### src/rtl/axi_lite_rw_arbiter.sv
// ---------------------------------------------------------------------------
// axi_lite_rw_arbiter
//
// Purpose: AXI-Lite slave front end that holds one AW, one W and one AR beat,
// arbitrates between a complete write (AW+W) and a read, and turns the granted
// access into a single-transfer request to a bridge core. The core's response
// (or a timeout) is returned on the AXI B or R channel.
//
// Ports:
//   aclk, aresetn          clock, synchronous active-low reset
//   axi_aw*/axi_w*/axi_ar* AXI-Lite request channels (slave side)
//   axi_b*/axi_r*          AXI-Lite response channels (slave side)
//   req_valid/req_ready    request handshake to the core
//   req_write/req_addr/req_wdata  request payload, stable while req_valid
//   rsp_valid/rsp_rdata/rsp_err   completion pulse from the core
//   busy                   high whenever the FSM is not in IDLE
//
// Handshake semantics: every valid/ready pair transfers exactly when both are
// high at a rising edge of aclk. A source holds valid and its payload stable
// until that edge; ready may be driven independently of valid.
// ---------------------------------------------------------------------------
module axi_lite_rw_arbiter #(
  parameter int ADDR_W  = 32,
  parameter int DATA_W  = 32,
  parameter int TIMEOUT = 16
) (
  input  logic              aclk,
  input  logic              aresetn,
  input  logic [ADDR_W-1:0] axi_awaddr,
  input  logic              axi_awvalid,
  output logic              axi_awready,
  input  logic [DATA_W-1:0] axi_wdata,
  input  logic              axi_wvalid,
  output logic              axi_wready,
  output logic [1:0]        axi_bresp,
  output logic              axi_bvalid,
  input  logic              axi_bready,
  input  logic [ADDR_W-1:0] axi_araddr,
  input  logic              axi_arvalid,
  output logic              axi_arready,
  output logic [DATA_W-1:0] axi_rdata,
  output logic [1:0]        axi_rresp,
  output logic              axi_rvalid,
  input  logic              axi_rready,
  output logic              req_valid,
  input  logic              req_ready,
  output logic              req_write,
  output logic [ADDR_W-1:0] req_addr,
  output logic [DATA_W-1:0] req_wdata,
  input  logic              rsp_valid,
  input  logic [DATA_W-1:0] rsp_rdata,
  input  logic              rsp_err,
  output logic              busy
);

  localparam logic [1:0] RESP_OKAY   = 2'b00;
  localparam logic [1:0] RESP_SLVERR = 2'b10;
  localparam logic [7:0] CNT_LAST    = 8'(TIMEOUT - 1);

  typedef enum logic [2:0] {
    S_IDLE     = 3'd0,
    S_ISSUE    = 3'd1,
    S_WAIT_RSP = 3'd2,
    S_WRESP    = 3'd3,
    S_RRESP    = 3'd4
  } state_e;

  // One-entry channel holding registers
  logic              aw_full_q, w_full_q, ar_full_q;
  logic [ADDR_W-1:0] aw_addr_q, ar_addr_q;
  logic [DATA_W-1:0] w_data_q;

  // FSM and response registers
  state_e            state_q, state_d;
  logic              last_wr_q, last_wr_d;
  logic [7:0]        cnt_q, cnt_d;
  logic [1:0]        resp_q, resp_d;
  logic [DATA_W-1:0] rdata_q, rdata_d;
  logic              req_write_q, req_write_d;
  logic [ADDR_W-1:0] req_addr_q, req_addr_d;
  logic [DATA_W-1:0] req_wdata_q, req_wdata_d;

  logic              wr_pend, rd_pend, grant_wr, grant_rd;
  logic [ADDR_W-1:0] grant_addr;
  logic              wr_done, rd_done;

  assign wr_pend = aw_full_q & w_full_q;
  assign rd_pend = ar_full_q;
  // On a tie the type that did not win last time goes first.
  assign grant_wr   = wr_pend & (~rd_pend | ~last_wr_q);
  assign grant_rd   = rd_pend & ~grant_wr;
  assign grant_addr = grant_wr ? aw_addr_q : ar_addr_q;

  assign wr_done = (state_q == S_WRESP) & axi_bready;
  assign rd_done = (state_q == S_RRESP) & axi_rready;

  // Ready is forced low while reset is asserted so nothing is accepted then.
  assign axi_awready = aresetn & ~aw_full_q;
  assign axi_wready  = aresetn & ~w_full_q;
  assign axi_arready = aresetn & ~ar_full_q;

  always_ff @(posedge aclk) begin
    if (!aresetn) begin
      aw_full_q <= 1'b0;
      w_full_q  <= 1'b0;
      ar_full_q <= 1'b0;
      aw_addr_q <= '0;
      w_data_q  <= '0;
      ar_addr_q <= '0;
    end else begin
      // A register only fills while empty and only drains in its response
      // state, where it is full, so set and clear never coincide.
      if (axi_awvalid && !aw_full_q) begin
        aw_full_q <= 1'b1;
        aw_addr_q <= axi_awaddr;
      end else if (wr_done) begin
        aw_full_q <= 1'b0;
      end
      if (axi_wvalid && !w_full_q) begin
        w_full_q <= 1'b1;
        w_data_q <= axi_wdata;
      end else if (wr_done) begin
        w_full_q <= 1'b0;
      end
      if (axi_arvalid && !ar_full_q) begin
        ar_full_q <= 1'b1;
        ar_addr_q <= axi_araddr;
      end else if (rd_done) begin
        ar_full_q <= 1'b0;
      end
    end
  end

  always_ff @(posedge aclk) begin
    if (!aresetn) begin
      state_q     <= S_IDLE;
      last_wr_q   <= 1'b0;
      cnt_q       <= '0;
      resp_q      <= RESP_OKAY;
      rdata_q     <= '0;
      req_write_q <= 1'b0;
      req_addr_q  <= '0;
      req_wdata_q <= '0;
    end else begin
      state_q     <= state_d;
      last_wr_q   <= last_wr_d;
      cnt_q       <= cnt_d;
      resp_q      <= resp_d;
      rdata_q     <= rdata_d;
      req_write_q <= req_write_d;
      req_addr_q  <= req_addr_d;
      req_wdata_q <= req_wdata_d;
    end
  end

  always_comb begin
    state_d     = state_q;
    last_wr_d   = last_wr_q;
    cnt_d       = cnt_q;
    resp_d      = resp_q;
    rdata_d     = rdata_q;
    req_write_d = req_write_q;
    req_addr_d  = req_addr_q;
    req_wdata_d = req_wdata_q;
    req_valid   = 1'b0;
    axi_bvalid  = 1'b0;
    axi_rvalid  = 1'b0;

    case (state_q)
      S_IDLE: begin
        if (grant_wr || grant_rd) begin
          last_wr_d = grant_wr;
          if (grant_addr[1:0] != 2'b00) begin
            // Unaligned access never reaches the core.
            state_d = grant_wr ? S_WRESP : S_RRESP;
            resp_d  = RESP_SLVERR;
            rdata_d = '0;
          end else begin
            state_d     = S_ISSUE;
            req_write_d = grant_wr;
            req_addr_d  = grant_addr;
            req_wdata_d = grant_wr ? w_data_q : '0;
          end
        end
      end

      S_ISSUE: begin
        req_valid = 1'b1;
        if (req_ready) begin
          state_d = S_WAIT_RSP;
          cnt_d   = '0;
        end
      end

      S_WAIT_RSP: begin
        // A completion in the final counted cycle takes priority over timeout.
        if (rsp_valid) begin
          state_d = req_write_q ? S_WRESP : S_RRESP;
          resp_d  = rsp_err ? RESP_SLVERR : RESP_OKAY;
          rdata_d = req_write_q ? '0 : rsp_rdata;
        end else if (cnt_q == CNT_LAST) begin
          state_d = req_write_q ? S_WRESP : S_RRESP;
          resp_d  = RESP_SLVERR;
          rdata_d = '0;
        end else begin
          cnt_d = cnt_q + 8'd1;
        end
      end

      S_WRESP: begin
        axi_bvalid = 1'b1;
        if (axi_bready) state_d = S_IDLE;
      end

      S_RRESP: begin
        axi_rvalid = 1'b1;
        if (axi_rready) state_d = S_IDLE;
      end

      default: state_d = S_IDLE;
    endcase
  end

  assign axi_bresp = resp_q;
  assign axi_rresp = resp_q;
  assign axi_rdata = rdata_q;
  assign req_write = req_write_q;
  assign req_addr  = req_addr_q;
  assign req_wdata = req_wdata_q;
  assign busy      = (state_q != S_IDLE);

endmodule

### config.mk
export PLATFORM = sky130hd
export DESIGN_NAME = axi_lite_rw_arbiter
export DESIGN_NICKNAME = d
export VERILOG_FILES = /design/src/rtl/axi_lite_rw_arbiter.sv
export SDC_FILE = /design/constraint.sdc
export NUM_CORES = 1
export LEC_CHECK = 0
export ABC_AREA = 1
export CAP_MARGIN = 5
export CORE_ASPECT_RATIO = 1.4
export CORE_MARGIN = 8
export CORE_UTILIZATION = 45
export CTS_BUF_LIST = sky130_fd_sc_hd__clkbuf_8
export DETAILED_ROUTE_END_ITERATION = 8
export PLACE_DENSITY = 0.84
export SLEW_MARGIN = 20
export SYNTH_ARGS = -nofsm -noshare
export SYNTH_HDL_FRONTEND = slang
export SYNTH_SLANG_ARGS = --single-unit
### constraint.sdc
create_clock -name aclk -period 3 [get_ports aclk]
set_input_delay 0.9 -clock aclk [delete_from_list [all_inputs] [get_ports aclk]]
set_output_delay 0.9 -clock aclk [all_outputs]
set_load 0.02 [all_outputs]
# Word-level counts from Yosys, hierarchy flattened
# Index checks and enable logic that the tools add are counted.
# totals
regBits,210
input_bits,138
# classes
add_sub_neg,1
eq_ne,13
muxes,36
bitwise_logic,15
n_reduce_logical,20
# op_table
cell,n
two-way mux 32 bit,7
one-hot mux 32 bit (2 select lines),1
two-way mux 3 bit,9
two-way mux 8 bit,3
one-hot mux 8 bit (2 select lines),1
one-hot mux 3 bit (5 select lines),1
"inequality test 2 bit, second input constant",7
nonzero test 2 bit,6
two-way mux 2 bit,5
"adder 8 x 1 -> 8 bit, second input constant",1
bitwise AND 1 bit,8
"equality test 8 x 4 -> 1 bit, second input constant",1
two-way mux 1 bit,8
AND reduction 4 bit,2
"equality test 3 x 2 -> 1 bit, second input constant",2
NOT 1 bit,6
AND reduction 5 bit,1
one-hot mux 2 bit (2 select lines),1
"equality test 3 x 1 -> 1 bit, second input constant",1
"equality test 3 bit, second input constant",1
logical AND 1 bit,3
logical NOT 1 bit,3
logical NOT 3 bit,1
"inequality test 3 bit, second input constant",1
other kinds (5),5

# Logic depth before layout (Yosys ltp)
# Gate-level depths: netlist of run 1.
# depth
word_depth,8
depth_mapped,12
depth_no_buf,11

# Worst setup path after synthesis of run 1
# OpenSTA, ideal clock, no wires.
# synth_path
path_kind,input-to-output
start,in aresetn
end,out axi_arready
arrival_ns,1.673
required_ns,2.100
path_slack_ns,0.427
path_stages,4
n_path_buf,2
path_cell_list,clkbuf_1 > inv_2 > clkbuf_1 > nor2_1
# synth_between
elab_chain_cells,1
# synth_lines
item,line,source
"start, declared",28,"input logic aresetn,"
bitwise AND 1 bit,100,assign axi_arready = aresetn & ~ar_full_q;
"end, declared",40,"output logic axi_arready,"
# No other way between the ends.

# Final worst setup path of run 1
# layout_path
start,reg state_q[1]
end,out busy
# layout_between
elab_chain_cells,1
# layout_lines
item,line,source
"start, declared",74,"state_e state_q, state_d;"
"start signal, assigned",145,state_q <= state_d;
nonzero test 3 bit,230,assign busy = (state_q != S_IDLE);
"end, declared",53,output logic busy
# No other way between the ends.

==> results.toml, run 1 <==
[cts]
clock_path_buffers = 3
cts_tree = "built"
htreeDepth = 2
numCtsBuffers = 34
root_buffer = "clkbuf_8"
clk_latency_ps = 500
post_cts_buffers = 0
clk_pin_slew_ps = 60
clkSinkCount = 209

[synthesis]
synth.distinct_cells = 30
ys_seq_elements = 209
yosysWarningCount = 0
synth_cells = 1147
ys_seq_area_frac = 0.506
netlist_area_um2 = 8270
syn_area_per_cell_um2 = 7.21

[detailed_routing]
drt-total-wl_um = 25300
viasPerCell = 4.97
drc = 0
first_pass_iters = 4
avgRoutedWirePerCell_um = 15.5
drt_first_iter_violations = 455
vias = 8117
antenna_left = 0

[sta]
min_period_ps = 2820
setup_viol = 0
setup_tns_ps = 0
max_freq_mhz = 354
rsz0062_at_grt = "false"
finalWorstSetupSlack_ps = 177
hold_viol = 0
drv_slew = 0
hold-worst-slack_ps = 449
period_share = 0.941
tightest_slew_ps = 880
finClkSkew_ps = 24.6
relSlewSlack = 0.414

[critical_path]
required_ps = 2100
critPathLaunchType = "flop"
critPathBufInv = 2
critical_path.endpoint_type = "primary output"
path_delay_family = "buffers and inverters"
r2r_start = "aw_full_q"
slowest_delay_ps = 660
crit_path_end = "busy"
crit_chain = "inv_1, nand2_4, clkdlybuf4s50_1"
critPathArrivalTime_ps = 1920
critPathMaxFanout = 7
startpoint = "state_q[1]"
reg2reg_depth = 9
worstSetupPathType = "flop to primary output"
cp_num_cells = 3
slowest_stage = "clkdlybuf4s50_1"
r2r_setup_slack_ps = 730
worstReg2RegEnd = "req_wdata[7]"

[power_and_ir_drop]
internal_power_mw = 5.79
p_leak_nw = 4.55
ir_drop_mv = 0.471
swShare = 0.328
power_frac_seq = 0.390
switching_power_mw = 2.82
pwr-share-clk = 0.310
power_frac_comb = 0.300
p_per_area_nw_per_um2 = 747

[floorplanning]
core_area_um2 = 18000
die_x_um = 131
die_h_um = 176
io_pins = 246
start_util = 0.459
rows = 58
die_area_um2 = 23000

[job]
cap_violations = 0

[grt]
grt.total_usage = 0.213
grt_max_degree = 98
grt_pass1_vias = 7844
antenna_found_initial = 3
grt_pass1_wl_um = 39400
overflow = 0

[layout]
drive_gt1_frac = 0.0618
area_growth_syn_to_layout_pct = 39.5
nFillCells = 1574
fin_cells = 1633
fin_nets = 1506

[placed_design]
portBuffers = 243
hpwl_um = 17300
pre_cts_ws_ps = 335
dp_cells = 1571
gp_congestion = 0.805

[worst_hold_path]
hold_path.class = "flop to flop"

[run_status]
status = "finished clean"
==> sequential cells by signal, summed over array words and instances, names as in the netlist <==
register / count
ar_addr_q: 32
aw_addr_q: 32
axi_rdata: 32
req_addr: 32
req_wdata: 32
w_data_q: 32
cnt_q: 8
state_q: 3
ar_full_q: 1
aw_full_q: 1
axi_bresp: 1
last_wr_q: 1
req_write: 1
w_full_q: 1
==> kinds of logic (layout without fill, tap and decap cells) <==
logic type	count (synthesis)	after routing	synth area share
AND/OR/NAND/NOR	561	561	0.270
AO/OA/AOI/OAI	235	235	0.144
flip-flops	209	209	0.506
buffers and inverters	137	380	0.0752
XOR/XNOR	3	3	0.00318
adder cells (fa/ha/maj)	1	1	0.00151
other	1	4	0.000454
==> how the worst min path moves through the flow <==
| stage | startpoint | end | slack (ps) | cells past startpoint |
|---|---|---|---|---|
| 3_3_place_gp | aw_addr_q[31] | aw_addr_q[31] | 430 | 2 |
| 4_1_cts | aw_addr_q[31] | aw_addr_q[31] | 450 | 2 |
| 2_1_floorplan | aw_addr_q[10] | aw_addr_q[10] | 420 | 2 |
| 3_5_place_dp | aw_addr_q[26] | aw_addr_q[26] | 440 | 2 |
| 6_report | aw_addr_q[31] | aw_addr_q[31] | 450 | 2 |
| 5_1_grt | aw_addr_q[26] | aw_addr_q[26] | 470 | 2 |
==> what timing repair did <==
action / CTS / global route
endpoints found under the setup margin: 0 / 1
hold buffers: 0 / 0
gates resized for setup: 0 / 1
==> per-layer routing <==
metal  GRT usage  vias to the layer above  share of wire
li1            -                     4083              -
met1       0.231                     3720           0.39
met2       0.371                      262           0.49
met3      0.0679                       50          0.091
met4      0.0874                        2          0.032
met5           0                        -        0.00036
==> placed cells by master (no fill, tap or decap) <==
master and instances:
nand2_1 277, clkdlybuf4s50_1 241, nor2_1 223, dfxtp_1 209, o21ai_0 127, a21oi_1 104
inv_1 64, clkbuf_8 44, nand3_1 42, buf_4 18, nand4_1 5, inv_2 4
nor2_4 3, nand3_2 3, bufinv_16 3, diode_2 2, nand2_4 2, nor3_1 2
o21bai_1 2, xor2_1 2, conb_1 2, buf_12 2, nand2_2 1, or2_2 1
clkinv_1 1, xnor2_1 1, or2_4 1, a21oi_2 1, o31ai_1 1, nor2_2 1
ha_1 1, clkinvlp_4 1, clkinv_2 1, dlymetal6s2s_1 1
==> layout make-up <==
class                      instances  area (um^2)  share of cell area
multi-input combinational        802         3480               0.301
inverter                          58          218              0.0189
clock buffer                      44          606              0.0525
antenna                            2         5.00            0.000434
timing repair buffer             262         2600               0.225
tap                              240          300              0.0260
clock inverter                    16          144              0.0125
sequential                       209         4180               0.363
==> power by group through the flow <==
stage	Clock (mW)	Combinational [mW]	Sequential, mW
finish	2.67	2.58	3.36
global route	2.86	2.84	3.41
CTS	2.73	2.61	3.36
detailed placement	0	2.59	3.42
global placement	0	2.53	3.40
floorplan	0	1.34	3.68
==> cells in the mapped netlist (all sizes together) <==
cell    instances  area [um^2]
o21ai         127          636
clkbuf         42          158
inv            57          214
buf            37          246
conb            1         3.75
o21bai          2         15.0
dfxtp         209         4180
xor2            2         17.5
or2             2         15.0
nand2         280         1070
xnor2           1         8.76
nor2          227          870
clkinv          1         3.75
nor3            2         10.0
nand4           5         31.3
ha              1         12.5
o31ai           1         7.51
nand3          45          235
a21oi         105          529
==> worst reg2reg max path, stage by stage, from the launching register on <==
cell	delay, ps
dfxtp_1	430
nand2_1	110
inv_1	100
nand2_2	250
nand2_1	240
nand3_2	100
inv_2	370
buf_12	280
nand3_1	140
a21oi_1	150
==> stage by stage <==
| stage | instance area [um^2] | utilization | power (mW) |
|---|---|---|---|
| after floorplan | 8270 | - | 5.02 |
| after global placement | 10800 | 0.599 | 5.93 |
| after detailed placement | 10800 | 0.599 | 6.01 |
| after CTS | 11500 | 0.640 | 8.70 |
| after global routing | 11500 | 0.641 | 9.12 |
| final | 11500 | 0.641 | 8.62 |
Power figures use the tool's default switching activity.
==> run 2, diff against run 1 <==
CORE_UTILIZATION = 49   (was 45)
PLACE_DENSITY = 0.9   (was 0.84)
SKIP_LAST_GASP = 1   (was default)
clock period = 3.6 ns   (was 3 ns; I/O delays follow)
==> run 2 against run 1 <==
Net effect: utilization up 3.8 points; global-route usage up 1.2 points; via count increased by 0.49%; power down 20%; cell area is 1.8% lower; combinational power down 17%; die area fell by 7.3%; sequential share of layout area rose by 0.68 points; clock skew shrank 10 ps; register-to-register slack gained 710 ps; setup slack gained 220 ps; highest routed layer unchanged.
==> results.toml, run 2 (synthesis gave the netlist of run 1 again) <==
[floorplanning]
io_pins = 246
rows = 56
start_util = 0.496
core_area_um2 = 16700
die_area_um2 = 21300
die_h_um = 170
die_x_um = 126

[critical_path]
critPathLaunchType = "primary input"
reg2reg_depth = 8
crit_chain = "buf_4, inv_2, nor2_1, clkdlybuf4s50_1"
worstSetupPathType = "primary input to primary output"
critPathMaxFanout = 24
required_ps = 2520
critPathArrivalTime_ps = 2130
slowest_stage = "clkdlybuf4s50_1"
cp_num_cells = 4
critical_path.endpoint_type = "primary output"
slowest_delay_ps = 620
path_delay_family = "buffers and inverters"
critPathBufInv = 3

[detailed_routing]
vias = 8157
antenna_left = 0
drt-total-wl_um = 24900
drc = 0
avgRoutedWirePerCell_um = 15.6
drt_first_iter_violations = 540
viasPerCell = 5.13
first_pass_iters = 5

[power_and_ir_drop]
p_leak_nw = 4.46
ir_drop_mv = 0.439
internal_power_mw = 4.55
finalPower_mw = 6.88
power_frac_seq = 0.407
switching_power_mw = 2.32
pwr-share-clk = 0.283
p_per_area_nw_per_um2 = 608
swShare = 0.338
power_frac_comb = 0.310

[layout]
fin_nets = 1496
layout.cells.most_common = "nand2_1"
area_growth_syn_to_layout_pct = 37.0
most-common-layout-cells = "nand2_1, clkdlybuf4s50_1, nor2_1"
multi_input_area_um2 = 3470
regArea_um2 = 4180
drive_gt1_frac = 0.0528
nFillCells = 1360

[cts]
clk_pin_slew_ps = 60
clk_latency_ps = 560
clock_path_buffers = 3
cts_resized = 0
clkSinkCount = 209
cts_hold_buffers = 0
htreeDepth = 1
root_buffer = "clkbuf_8"
post_cts_buffers = 0
numCtsBuffers = 31
cts_tree = "built"

[sta]
min_period_ps = 3210
drv_slew = 0
relSlewSlack = 0.296
hold_viol = 0
setup_viol = 0
max_freq_mhz = 312
period_share = 0.891
finClkSkew_ps = 14.5
setup_tns_ps = 0
rsz0062_at_grt = "false"
tightest_slew_ps = 1060

[grt]
antenna_found_initial = 6
overflow = 0
grt.total_usage = 0.225
grt_pass1_wl_um = 39200
grt_pass1_vias = 7999
grt_max_degree = 111

[placed_design]
portBuffers = 243
hpwl_um = 16500
gp_congestion = 0.827

[worst_hold_path]
hold_path.class = "flop to flop"
min_path_cells = 2

[job]
cap_violations = 0

[run_status]
status = "finished clean"
run 2: cell types whose count changed in the layout (fill, tap and decap cells not counted), moves of 2 or more:
cell | previous run | this run
clkbuf_8 | 44 | 39
bufinv_16 | 3 | 1
buf_4 | 18 | 12
inv_1 | 64 | 66
diode_2 | 2 | 5
clkinv_2 | 1 | 3
run 2: cell type report:
type	count	share of cell area
flip-flops and latches	209	0.370
multi-input cells	802	0.307
repair buffers	255	0.224
clock buffers	39	0.0474
well taps	203	0.0224
inverters	58	0.0192
clock inverters	19	0.00962
diodes	5	0.00111
run 2: final timing paths:
check	start	slack, ps	endpoint
worst max-delay path	aresetn	390	axi_arready
worst min-delay path	aw_addr_q[30]	450	aw_addr_q[30]
worst max register to register	state_q[2]	1440	req_wdata[4]
worst min register to register	aw_addr_q[30]	450	aw_addr_q[30]
run 2: layer usage:
layer | share of wire | global-route usage
met1 | 0.39 | 0.237
met2 | 0.49 | 0.406
met3 | 0.077 | 0.0594
met4 | 0.037 | 0.115
met5 | 0.00056 | 0
run 2: worst register-to-register path, cell delays in order, from the launching register on:
cell and delay [ps]:
dfxtp_1 380, nor2_4 210, nand2_4 100, a21oi_2 150, nand3_2 90, inv_2 580
buf_4 330, nand3_1 100, a21oi_1 140
run 2: power groups by stage:
stage | clock network [mW] | registers, mW | logic [mW]
after global routing | 2.09 | 2.83 | 2.37
after global placement | 0 | 2.83 | 2.09
after detailed placement | 0 | 2.85 | 2.13
final | 1.95 | 2.80 | 2.13
after floorplan | 0 | 3.07 | 1.12
after CTS | 1.99 | 2.80 | 2.14
run 2: through the flow:
step | setup slack [ps] | cells | util | hold slack, ps | cell area, um^2
2_1_floorplan | 667 | 1148 | - | 425 | 8270
5_1_grt | 342 | 1590 | 0.679 | 469 | 11300
6_report | 393 | 1590 | 0.679 | 448 | 11300
3_3_place_gp | 401 | 1527 | 0.639 | 432 | 10700
3_5_place_dp | 393 | 1527 | 0.639 | 440 | 10700
4_1_cts | 393 | 1585 | 0.678 | 449 | 11300
